**src/rtl/window_sum_pkg.sv**
```systemverilog
// Shared widths, pixel-index constants and the pixel-extract helper for window_sum.
package window_sum_pkg;

  localparam int unsigned PIX_W = 8;
  localparam int unsigned ROWS  = 5;
  localparam int unsigned COL_W = PIX_W * ROWS;
  localparam int unsigned SM_W  = 11;
  localparam int unsigned AB_W  = 10;

  // Rows feeding the left (A) and right (B) intensity pairs.
  localparam int unsigned IDX_L0 = 0;
  localparam int unsigned IDX_L1 = 1;
  localparam int unsigned IDX_R3 = 3;
  localparam int unsigned IDX_R4 = 4;

  // Row idx of a packed column; row0 sits in the low byte.
  function automatic logic [PIX_W-1:0] pix(input logic [COL_W-1:0] col,
                                           input int unsigned      idx);
    return col[idx*PIX_W +: PIX_W];
  endfunction

endpackage

```
**src/rtl/win_pos_cnt.sv**
```systemverilog
// Column/line position tracking for window_sum: column count within the line,
// window-valid strobe, x/y of the middle column and the sticky overflow flag.
module win_pos_cnt #(
  parameter int unsigned IMG_W = 640,
  parameter int unsigned IMG_H = 480,
  parameter int unsigned X_W   = 10,
  parameter int unsigned Y_W   = 9
) (
  input  logic           clk,
  input  logic           rst,
  input  logic           col_valid_i,
  input  logic           col_sof_i,
  input  logic           col_sol_i,
  output logic           win_vld_o,
  output logic [X_W-1:0] win_x_o,
  output logic [Y_W-1:0] win_y_o,
  output logic           err_ovf_o
);

  localparam int unsigned CNT_W = $clog2(IMG_W + 1);
  localparam logic [CNT_W-1:0] CNT_MAX = CNT_W'(IMG_W);
  localparam logic [X_W-1:0]   X_MAX   = X_W'(IMG_W - 1);
  localparam logic [Y_W-1:0]   Y_MAX   = Y_W'(IMG_H - 1);

  logic [CNT_W-1:0] col_cnt_q, col_cnt_d;
  logic [X_W-1:0]   x_q, x_d;
  logic [Y_W-1:0]   y_q, y_d;
  logic             err_q, err_d;
  logic             vld_q, vld_d;

  // Next-state: sof beats sol; a sol is only a line advance once a line has
  // been seen since reset (col_cnt_q != 0), so the first line of a stream is y=0.
  always_comb begin
    col_cnt_d = col_cnt_q;
    x_d       = x_q;
    y_d       = y_q;
    err_d     = err_q;
    vld_d     = 1'b0;
    if (col_valid_i) begin
      if (col_sof_i) begin
        col_cnt_d = CNT_W'(1);
        y_d       = '0;
        err_d     = 1'b0;
      end else if (col_sol_i) begin
        col_cnt_d = CNT_W'(1);
        if (col_cnt_q != '0) begin
          if (y_q == Y_MAX) err_d = 1'b1;
          else              y_d   = y_q + Y_W'(1);
        end
      end else if (col_cnt_q == CNT_MAX) begin
        err_d = 1'b1;
      end else begin
        col_cnt_d = col_cnt_q + CNT_W'(1);
      end
      vld_d = (col_cnt_d >= CNT_W'(3));
      // Once the line runs past IMG_W the count is pinned, x pins at the last column.
      if (!col_sof_i && !col_sol_i && col_cnt_q == CNT_MAX) x_d = X_MAX;
      else                                                  x_d = X_W'(col_cnt_d) - X_W'(2);
    end
  end

  // Position state register.
  always_ff @(posedge clk) begin
    if (rst) begin
      col_cnt_q <= '0;
      x_q       <= '0;
      y_q       <= '0;
      err_q     <= 1'b0;
      vld_q     <= 1'b0;
    end else begin
      col_cnt_q <= col_cnt_d;
      x_q       <= x_d;
      y_q       <= y_d;
      err_q     <= err_d;
      vld_q     <= vld_d;
    end
  end

  assign win_vld_o = vld_q;
  assign win_x_o   = x_q;
  assign win_y_o   = y_q;
  assign err_ovf_o = err_q;

endmodule

```
**src/rtl/window_sum.sv**
```systemverilog
// Streaming 3-column window-sum stage: keeps L/M/R columns and produces
// SM (middle-column sum), A (L0+L1), B (R3+R4) with position and flat flag.
module window_sum
  import window_sum_pkg::*;
#(
  parameter int unsigned IMG_W = 640,
  parameter int unsigned IMG_H = 480,
  parameter int unsigned X_W   = 10,
  parameter int unsigned Y_W   = 9
) (
  input  logic             clk,
  input  logic             rst,
  input  logic             col_valid,
  input  logic             col_sof,
  input  logic             col_sol,
  input  logic [COL_W-1:0] col_data,
  output logic [SM_W-1:0]  SM,
  output logic [AB_W-1:0]  A,
  output logic [AB_W-1:0]  B,
  output logic             out_valid,
  output logic             out_flat,
  output logic [X_W-1:0]   out_x,
  output logic [Y_W-1:0]   out_y,
  output logic             err_ovf
);

  logic             win_vld;
  logic [X_W-1:0]   win_x;
  logic [Y_W-1:0]   win_y;

  logic [COL_W-1:0] col_l_q, col_m_q, col_r_q;

  logic [SM_W-1:0]  s1_p_d, s1_p_q;
  logic [SM_W-1:0]  s1_q_d, s1_q_q;
  logic [AB_W-1:0]  s1_a_d, s1_a_q;
  logic [AB_W-1:0]  s1_b_d, s1_b_q;
  logic             s1_vld_q;
  logic [X_W-1:0]   s1_x_q;
  logic [Y_W-1:0]   s1_y_q;

  logic [SM_W-1:0]  sm_q;
  logic [AB_W-1:0]  a_q, b_q;
  logic             vld_q, flat_q;
  logic [X_W-1:0]   x_q;
  logic [Y_W-1:0]   y_q;

  win_pos_cnt #(
    .IMG_W (IMG_W),
    .IMG_H (IMG_H),
    .X_W   (X_W),
    .Y_W   (Y_W)
  ) u_pos (
    .clk         (clk),
    .rst         (rst),
    .col_valid_i (col_valid),
    .col_sof_i   (col_sof),
    .col_sol_i   (col_sol),
    .win_vld_o   (win_vld),
    .win_x_o     (win_x),
    .win_y_o     (win_y),
    .err_ovf_o   (err_ovf)
  );

  // Column shift: L <= M <= R <= new column on every valid column.
  always_ff @(posedge clk) begin
    if (rst) begin
      col_l_q <= '0;
      col_m_q <= '0;
      col_r_q <= '0;
    end else if (col_valid) begin
      col_l_q <= col_m_q;
      col_m_q <= col_r_q;
      col_r_q <= col_data;
    end
  end

  // Stage-1 partial sums taken straight from the shift registers.
  always_comb begin
    s1_p_d = SM_W'(pix(col_m_q, 0)) + SM_W'(pix(col_m_q, 1)) + SM_W'(pix(col_m_q, 2));
    s1_q_d = SM_W'(pix(col_m_q, 3)) + SM_W'(pix(col_m_q, 4));
    s1_a_d = AB_W'(pix(col_l_q, IDX_L0)) + AB_W'(pix(col_l_q, IDX_L1));
    s1_b_d = AB_W'(pix(col_r_q, IDX_R3)) + AB_W'(pix(col_r_q, IDX_R4));
  end

  // Two-stage pipeline; data registers only load on valid so outputs hold in bubbles.
  always_ff @(posedge clk) begin
    if (rst) begin
      s1_vld_q <= 1'b0;
      s1_p_q   <= '0;
      s1_q_q   <= '0;
      s1_a_q   <= '0;
      s1_b_q   <= '0;
      s1_x_q   <= '0;
      s1_y_q   <= '0;
      vld_q    <= 1'b0;
      sm_q     <= '0;
      a_q      <= '0;
      b_q      <= '0;
      flat_q   <= 1'b0;
      x_q      <= '0;
      y_q      <= '0;
    end else begin
      s1_vld_q <= win_vld;
      if (win_vld) begin
        s1_p_q <= s1_p_d;
        s1_q_q <= s1_q_d;
        s1_a_q <= s1_a_d;
        s1_b_q <= s1_b_d;
        s1_x_q <= win_x;
        s1_y_q <= win_y;
      end
      vld_q <= s1_vld_q;
      if (s1_vld_q) begin
        sm_q   <= s1_p_q + s1_q_q;
        a_q    <= s1_a_q;
        b_q    <= s1_b_q;
        flat_q <= (s1_a_q == s1_b_q);
        x_q    <= s1_x_q;
        y_q    <= s1_y_q;
      end
    end
  end

  assign SM        = sm_q;
  assign A         = a_q;
  assign B         = b_q;
  assign out_valid = vld_q;
  assign out_flat  = flat_q;
  assign out_x     = x_q;
  assign out_y     = y_q;

endmodule
```
**config.mk**
```make
export PLATFORM = sky130hd
export DESIGN_NAME = window_sum
export DESIGN_NICKNAME = d
export VERILOG_FILES = /design/src/rtl/window_sum_pkg.sv /design/src/rtl/win_pos_cnt.sv /design/src/rtl/window_sum.sv
export SDC_FILE = /design/constraint.sdc
export NUM_CORES = 1
export LEC_CHECK = 0
export ABC_AREA = 1
export CORE_MARGIN = 8
export CORE_UTILIZATION = 45
export DETAILED_ROUTE_END_ITERATION = 6
export PLACE_DENSITY = 0.74
export RECOVER_POWER = 25
export SETUP_SLACK_MARGIN = 0.5
export SYNTH_ARGS = -nofsm -noshare
export SYNTH_HDL_FRONTEND = slang
export SYNTH_SLANG_ARGS = --single-unit
export TNS_END_PERCENT = 100
```
**constraint.sdc**
```tcl
create_clock -name clk -period 3 [get_ports clk]
set_input_delay 0.6 -clock clk [delete_from_list [all_inputs] [get_ports clk]]
set_output_delay 0.6 -clock clk [all_outputs]
set_load 0.01 [all_outputs]
```
==> results.md, run 1 <==
* Reg2reg start: col_m_q[1]
* Post-synthesis mux area share at 0%
* CP arrival at 2.69 ns
* # resized after CTS at 0
* First-pass iteration count of the detailed router at 5
* Slew HR at between 20% and 30%
* Final Wtd Congestion at 0.868
* P per Cell Area at around 580 nW/um2
* Root Buffer: clkbuf_16
* Crit path from: col_m_q[1]
* Library cells used by synthesis at 50
* Initial Utilization at ~46%
* Clock sink total at approximately 230
* Synth Cell Area at approximately 11000 um2
* F_max at between 0.4 and 0.5 GHz
* Outcome: complete, no violations
* Area of the multi-input gates at slightly above 5000 um2
* Worst reg-to-reg path cell count at 10
* Final Max Slew Viols at 0
* Post-synth EDFFs at 0
* Vias in the first global route at ~8400
* Worst Hold Class: input pin to register
* Peak supply drop at a little over 0.0003 V
* Post-Synth Adder-Cell Area at 7.59%
* Most common cell after layout, fill and taps aside: nor2_1
* Overall routing resource usage at about 17%
* Largest family of logic cells by synthesized area: simple AND/OR/NAND/NOR gates
* DRC at 0
* Initial DRC count at 737
* Leak Pwr at between 0.005 and 0.006 uW
* Die Ht at 170 um
* Net count, final at between 1500 and 2000
* DR vias at 9047
* Req. time, crit path at ~3.4 ns
* First-pass GRT wire length at 41.9 mm
* Slew @ Worst Pin at ~1.1 ns
* Tmin final at 2.31 ns
* Synthesized flop and latch total at 234
* Grt total ovfl at 0
* CTS tree: built
* Drt total wl at 25.1 mm
* Synth Area per Inst at approximately 7.6 um2
* Hold-fix buffer count after cts at 0
* H-Tree Depth at 1
* RSZ-0062 raised after global routing: no
* Die width at around 170 um
* Clock buffer depth at 3
* Row count at between 50 and 60
* Largest net degree at the start of global routing at 106
* Die Area at 28900 um2
* R2R Setup Slk at a little under 0.7 ns
* Synthesis-to-finish area growth at 18.1%
* Dpl hpwl at between 15 and 20 mm
* Max FO, Critical Path at 3
* Vias per cell at a little over 5
* Simple-Gate Fraction of Synth Area at about a fifth
* Fin util at 53.9%
* Clock skew at 0.00632 ns
* Buffers on Ports at 95
* Register area at 4680 um2
* Setup Buffers After CTS at 0
* Final period util at 77.1%
* Layout cells sized above 1 at under 10%
* R2r endpoint: s1_p_q[9]
* Setup-failing EPs final at 0
* Max Cap Viol at 0
* CTS Buf Count at 25
* CORE AREA at ~23000 um2
* Final hold violations at 0
* Clk_lat worst skew at 0.51 ns
* Sequential-to-total area share from yosys stat at between 40% and 50%
* CP endpoint kind: register
* Routed Antenna Nets at 0
* Routed len/inst at between 10 and 15 um
* Num ports at 98
* Synthesized instance count at approximately 1400
* Fill cells at between 2000 and 2500
* Setup TNS at 0 ns
* Clock slew at reported path FFs at about 0.06 ns
* Antenna diodes at 0
* Primary FF master, synth: dfxtp_1
* Kind of critical path: register to register
* Antenna violations before repair at 0
* Crit path capture: s1_p_q[9]
* Most frequent cells in the layout: nor2_1 (342), dfxtp_1 (234), o21ai_0 (219)
* Async set-or-reset flop fraction in the synthesized netlist at 0%
* Synth Area in XOR/XNOR at 2.79%
* Synth warnings at 0
* Synth Area in Compound Gates at ~17%
* Startpoint Class: register
==> Yosys cell counts (2+ instances only) <==
library cell	n	area, um2
o21ai_1	4	20.0
a211oi_1	2	15.0
ha_1	44	551
a31oi_1	4	25.0
clkbuf_8	5	68.8
nand4_1	9	56.3
buf_6	2	22.5
nor2_4	4	45.0
buf_1	3	11.3
nand2_1	94	353
dfxtp_1	234	4680
nand3_2	5	50.1
o21bai_1	2	15.0
nand3_1	34	170
o21ai_0	219	1100
fa_1	13	260
a21oi_1	96	480
nor2_2	7	43.8
buf_2	5	25.0
nor3b_1	2	15.0
inv_1	119	447
clkbuf_1	59	221
nor2_1	342	1280
nor3_1	6	30.0
o22ai_1	6	37.5
buf_4	2	15.0
inv_2	5	18.8
xnor2_1	6	52.6
nand2_4	2	22.5
o211ai_1	9	67.6
nand2_2	9	56.3
xor2_1	28	245
==> routing by layer <==
metal / GRT usage, % / wire (um) / vias to the layer above
met5: 0 / 0 / -
met4: 4.50 / 391 / 0
met3: 2.36 / 1400 / 34
met2: 26.6 / 10900 / 218
met1: 24.5 / 12400 / 4117
li1: - / - / 4678
==> power by group <==
part | internal (uW) | switching, uW
clock | 1830 | 1220
combinational | 352 | 524
sequential | 3280 | 115
==> stage by stage <==
stage | instance area, um2 | hold slack, ns | std cells | setup slack [ns] | power [uW]
floorplan | 10700 | 0.429 | 1400 | 0.808 | 4030
global placement | 11800 | 0.451 | 1750 | 0.468 | 4320
detailed placement | 11800 | 0.458 | 1750 | 0.419 | 4330
CTS | 12600 | 0.377 | 1795 | 0.632 | 7400
global route | 12600 | 0.475 | 1795 | 0.500 | 7650
finish | 12600 | 0.464 | 1795 | 0.686 | 7330
==> flip-flops by register name (all words and copies together) (netlist names), 10 cells and up <==
signal	flops
u_pos.win_x_o	10
col_r_q	40
SM	11
s1_p_q	10
u_pos.col_cnt_q	10
col_m_q	40
s1_x_q	10
col_l_q	16
out_x	10
==> worst max-delay path: stages (launching register included) <==
cell and delay [ns]:
dfxtp_1 0.33, fa_1 0.47, ha_1 0.24, fa_2 0.36, nand3_1 0.09, nand2_1 0.08
a21oi_1 0.15, o21bai_1 0.09, and2_1 0.15, o21bai_1 0.14, a21oi_1 0.08
==> cell families (layout without fill, tap and decap cells) <==
kind of cell | Yosys count | count (layout)
simple gates | 523 | 523
compound gates | 349 | 349
flops | 234 | 234
buf+inv | 201 | 277
fa+ha+maj | 57 | 57
xor+xnor | 34 | 34
other cells | 1 | 2
==> cell type report <==
cell class	count	share of cell area [%]
timing repair buffer	107	8.39
inverter	125	3.75
sequential	234	37.1
multi-input combinational	965	41.0
clock inverter	8	0.575
clock buffer	37	6.03
tap	319	3.16
==> how the worst min path moves through the flow <==
stage | to | startpoint | depth (start not counted)
6_report | out_flat | rst | 2
5_1_grt | out_flat | rst | 2
4_1_cts | out_flat | rst | 2
3_5_place_dp | u_pos.win_y_o[8] | u_pos.win_y_o[8] | 2
3_3_place_gp | u_pos.err_ovf_o | u_pos.err_ovf_o | 1
2_1_floorplan | s1_x_q[9] | u_pos.win_x_o[9] | 2
No activity file was read; power rests on OpenSTA's default activity.
==> inputs of run 2 (changes only) <==
- clock period: 3 -> 2.39 ns (I/O delays scaled with it)
==> results.md, run 2 (synthesized netlist as in run 1, its figures left out) <==
* Clock sink total at between 200 and 250
* Top flop regs: col_m_q x40, col_r_q x40, col_l_q x16
* Die Area at around 29000 um2
* Worst path slowest cell: fa_1
* Die width at ~170 um
* Initial Utilization at approximately 46%
* F_max at roughly 0.43 GHz
* Kind of critical path: register to register
* Most frequent cells in the layout: nor2_1 (340), dfxtp_1 (217), o21ai_0 (204)
* Final period util at a little over nine tenths
* Req. time, crit path at 2.80 ns
* Max FO, Critical Path at 3
* Vias in the first global route at around 8600
* R2r endpoint: s1_p_q[7]
* Final WS setup at 0.0409 ns
* Crit path max-delay family: adder cells
* Critical path cell sequence: fa_1, ha_2, fa_2, nand3_2, nand2_2, a21oi_2, o21bai_1, nor2_1, o21ai_1, nand2_1, inv_1
* Die Ht at approximately 170 um
* Clock slew at reported path FFs at 0.06 ns
* Antenna diodes at 0
* Clk_lat worst skew at between 0.5 and 0.6 ns
* Worst Hold Class: input pin to register
* Largest net degree at the start of global routing at 106
* CTS Buf Count at 25
* Slew HR at 8.69%
* CTS tree: built
* Max Cap Viol at 0
* Final std cells w/o fill at ~1800
* Final Max Slew Viols at 0
* R2R Setup Slk at 0.04 ns
* Reg2reg start: col_m_q[1]
* Worst reg-to-reg path cell count at 11
* Most common cell after layout, fill and taps aside: nor2_1
* Final hold violations at 0
* DRC at 0
* Layout cells sized above 1 at between 10% and 20%
* Dpl hpwl at 17.5 mm
* Tmin final at between 2 and 2.5 ns
* Outcome: complete, no violations
* Slew @ Worst Pin at 1.37 ns
* Crit-path max cell delay at 0.48 ns
* CP endpoint kind: register
* Hold path cells at 2
* Initial DRC count at roughly 700
* First-pass GRT wire length at around 43 mm
* Antenna violations before repair at 0
* First-pass iteration count of the detailed router at 5
* Setup-failing EPs final at 0
* Drt total wl at 26.5 mm
* Clock skew at ~0.0089 ns
* Row count at 56
* Startpoint Class: register
* DP Worst Slack at 0.128 ns
* Worst Min Path Start: rst
* Peak supply drop at around 0.00055 V
* Placed cells at approximately 1800
* RSZ-0062 raised after global routing: yes
* Power Total at around 9500 uW
* Clock buffer depth at 3
* Final Instance Area at roughly 13000 um2
* Routed len/inst at 14.6 um
* Placed inst area at about 12000 um2
* Synthesis-to-finish area growth at 22.6%
* CORE AREA at around 23000 um2
* Num ports at approximately 100
* Hold endpoint: u_pos.win_y_o[1]
* Buffers on Ports at 95
* Root Buffer: clkbuf_16
* DR vias at 9238
* P per Cell Area at between 700 and 800 nW/um2
* Net count, final at 1586
* CP bufs+invs at 1
* CP arrival at ~2.8 ns
* Routed Antenna Nets at 0
* Grt total ovfl at 0
* Overall routing resource usage at between 15 and 20%
* Leak Pwr at around 0.0063 uW
* Vias per cell at approximately 5.1
* Final Wtd Congestion at 0.840
* H-Tree Depth at 1
* Fin util at a little under three fifths
==> run 2: cell types whose count changed in the layout (fill, tap and decap cells not counted), moves of 9 or more <==
cell,delta
o21ai_0,-15
dfxtp_2,+15
ha_1,-9
o21ai_1,+10
dlymetal6s2s_1,+14
buf_4,+24
clkdlybuf4s50_1,-41
dlygate4sd2_1,+27
dfxtp_1,-17
==> run 2: worst max path at each step <==
stage                     depth (start not counted)                to  slack [ns]       start
after global placement                           13  u_pos.win_x_o[7]        0.15     col_sof
after detailed placement                         13  u_pos.win_x_o[7]        0.13     col_sof
after CTS                                        10         s1_p_q[9]        0.16  col_m_q[1]
after global routing                             10         s1_p_q[9]       -0.06  col_m_q[1]
after floorplan                                  10         s1_p_q[9]        0.29  col_m_q[1]
final                                            11         s1_p_q[7]        0.04  col_m_q[1]
==> run 2: what timing repair did <==
item                                    4_1_cts  5_1_grt
setup buffers                                12       10
hold buffers                                  0        0
cloned                                        0        0
endpoints found under the setup margin       46       41
hold endpoints to repair                      0        0
gates resized for setup                      57       60
pin swaps                                    12       30
==> run 2: area by class of cell <==
type / count / area [um2]
Fill cell: 2227 / 10300
Multi-Input combinational cell: 965 / 5380
Sequential cell: 234 / 4710
Timing Repair Buffer: 133 / 1260
Clock buffer: 37 / 771
Inverter: 125 / 478
Tap cell: 319 / 399
Clock inverter: 7 / 88.8
==> run 2: where the power goes <==
group          total [uW]  switching [uW]  internal [uW]
clock network        3980            1550           2430
registers            4270             146           4120
logic                1210             721            493
total                9460            2420           7050
==> run 2: stage by stage <==
| step | hold WS (ns) | setup TNS [ns] |
|---|---|---|
| after global placement | 0.453 | 0 |
| after floorplan | 0.429 | 0 |
| after detailed placement | 0.458 | 0 |
| after CTS | 0.281 | 0 |
| final | 0.326 | 0 |
| after global routing | 0.342 | -0.114 |
==> run 2: metal layers <==
layer  GRT usage (%)  wire length [um]  vias up
li1                -                 -     4728
met1            24.6             12700     4241
met2            28.4             11900      232
met3            2.39              1410       37
met4            4.61               496        0
met5               0                 0        -
==> variant (config.mk and constraints of run 1) <==
The package constant `SM_W` goes from 11 to 13.
--- a/src/rtl/window_sum_pkg.sv
+++ b/src/rtl/window_sum_pkg.sv
@@ -5,5 +5,5 @@
   localparam int unsigned ROWS  = 5;
   localparam int unsigned COL_W = PIX_W * ROWS;
-  localparam int unsigned SM_W  = 11;
+  localparam int unsigned SM_W  = 13;
   localparam int unsigned AB_W  = 10;
 
Ports: changed (resized SM); port bits go from 98 to 100. No check against the original RTL was run, so the function may have changed too.
==> variant against run 1 <==
  * The flow now finishes with violations (capacitance limit, slew limit)
  * Global-route usage up 0.44 points
  * Area after synthesis down 0.36%
  * Setup slack worse by 0.16 ns
  * First-iteration DRC count up 8.8%
  * Sequential cell count unchanged
  * Sequential power about the same
  * Wire length up 1.8%
  * Design area down 0.90%
  * Power down 2.2%
  * Count of clock-buffer cells in the layout down 2
  * Final cell count about the same
  * Die area down 0.33%
  * Fmax down 6.4%
  * Critical path depth down 3
  * Largest cell class unchanged
==> variant: results (changes against run 1) <==
The first-pass GRT wire length came out at 42.9 mm (+2.4%). Number of antenna repair diodes: 0 (unchanged). The ratio of routed vias to standard cells is 5.08 (+0.74%), and the via count of the first global-routing pass is 8655 (+3.0%).

The time the final worst path needs with I/O delays and setup is 2.47 ns (+0.159 ns). Fraction of final layout cells sized beyond drive strength 1: 5.83% (-0.61 points). Sorting the synthesized cells by how often they occur yields sky130_fd_sc_hd__nor2_1, sky130_fd_sc_hd__dfxtp_1, sky130_fd_sc_hd__o21ai_0.

Final RePlAce weighted congestion: 0.850 (-2.1%). The run gives 1565 (+0.32%) as the final-stage net count. The run finished, with violations left.

The placement-stage cell area was 0.0118 sq mm (-0.33%); the overall routed net length was 25.6 mm (+1.8%). The routed wire length on met2 came out at 11.1 mm (+1.6%). The cell family contributing the most delay on the critical path is buffers and inverters. The logs give 802 (+8.8%) for the DRC marker count from the first detailed-route iteration and -1.51% (-28 points) for the normalized max-slew margin. The worst-case register-to-register setup slack is 0.74 ns (+0.05 ns).

The run gives 9109 (+0.69%) as the total number of vias. The worst slack at placement is 0.447 ns (+0.0275 ns). The run gives 93 (+93) as the max-slew violation count. The layout filler cell count is 2235 (-0.27%), and the number of warnings reported in the yosys synthesis log is 0 (unchanged). The global-route usage over all layers is 17.6% (+0.44 points), and the peak fanout along the critical path is 35 (+32).

The worst stage delay on the critical path was 1.13 ns (+0.66 ns); the signal arrival time at the worst endpoint was 2.86 ns (+0.17 ns). The final reports fail on capacitance limit, slew limit. The number of placed cells counting well taps was 1755 (+0.29%); the share of synthesized area occupied by flip-flops and latches was 44.0% (+0.16 points). The combined flip-flop and latch cell area is 0.00469 sq mm (about the same), and the compound-cell area share of the yosys netlist is 16.9% (-0.21 points). The met2 demand-to-capacity share in global routing was 28.0% (+1.4 points); the detailed-routing wirelength on met1 was 12.7 mm (+2.4%). The sum of met3 wire segment lengths after detailed routing is 1.35 mm (-3.4%), and the max-capacitance violation count is 2 (+2). The kind of path behind the tightest hold check is register to register. The clock skew after layout was 0.0144 ns (+0.00805 ns). The HPWL after detailed placement came out at 18.0 mm (+3.8%). The tightest hold margin was 0.467 ns (+0.00314 ns). For the leakage power of the design, the log shows 5.68 nW (-0.50%). Ranked by total cell area, the synthesized netlist is headed by sky130_fd_sc_hd__dfxtp_1, sky130_fd_sc_hd__nor2_1, sky130_fd_sc_hd__o21ai_0, sky130_fd_sc_hd__ha_1, sky130_fd_sc_hd__a21oi_1. Number of cells produced by synthesis: 1404 (+0.36%). The slowest stage of the critical path belongs to the cell sky130_fd_sc_hd__clkbuf_1.

The tools report the met3 usage as 2.65% (+0.29 points). The maximum VDD drop was 341 uV (+9.3%). Maximum number of pins on one net before global-route repair: 82 (-23%). The arithmetic-cell share of the synthesized area counting full adders, half adders and majority gates was 7.62% (+0.028 points); the xor/xnor cell area share of the yosys netlist was 2.96% (+0.17 points). The tools report the post-synthesis cell type count as 42 (-16%). The run gives 24.5% (about the same) as the met1 demand-to-capacity share in global routing.
[variant: changes by cell type after synthesis, sizes merged, moves of 3 or more]
cell,delta
o22ai,-3
buf,+10
nand4,+6
clkbuf,-7
xnor2,+4
o21ai,+3
nor3,-3
[variant: power by group]
part	switching, mW	internal [mW]	total, mW
sequential	0.123	3.29	3.41
clock	1.18	1.70	2.87
combinational	0.533	0.356	0.889
total	1.83	5.34	7.17
[variant: final cells by class]
| cell class | count | share of cell area [%] |
|---|---|---|
| Clock buffer | 35 | 5.62 |
| Clock inverter | 4 | 0.390 |
| Inverter | 125 | 3.77 |
| Multi-Input combinational cell | 969 | 41.3 |
| Sequential cell | 234 | 37.5 |
| Tap cell | 319 | 3.19 |
| Timing Repair Buffer | 108 | 8.29 |
[variant: worst paths after layout]
kind,start,to,cells after the start
worst max-delay path,col_valid,u_pos.win_x_o[5],7
worst min-delay path,SM[9],SM[9],2
worst max register to register,col_m_q[1],s1_p_q[9],10
worst min register to register,SM[9],SM[9],2
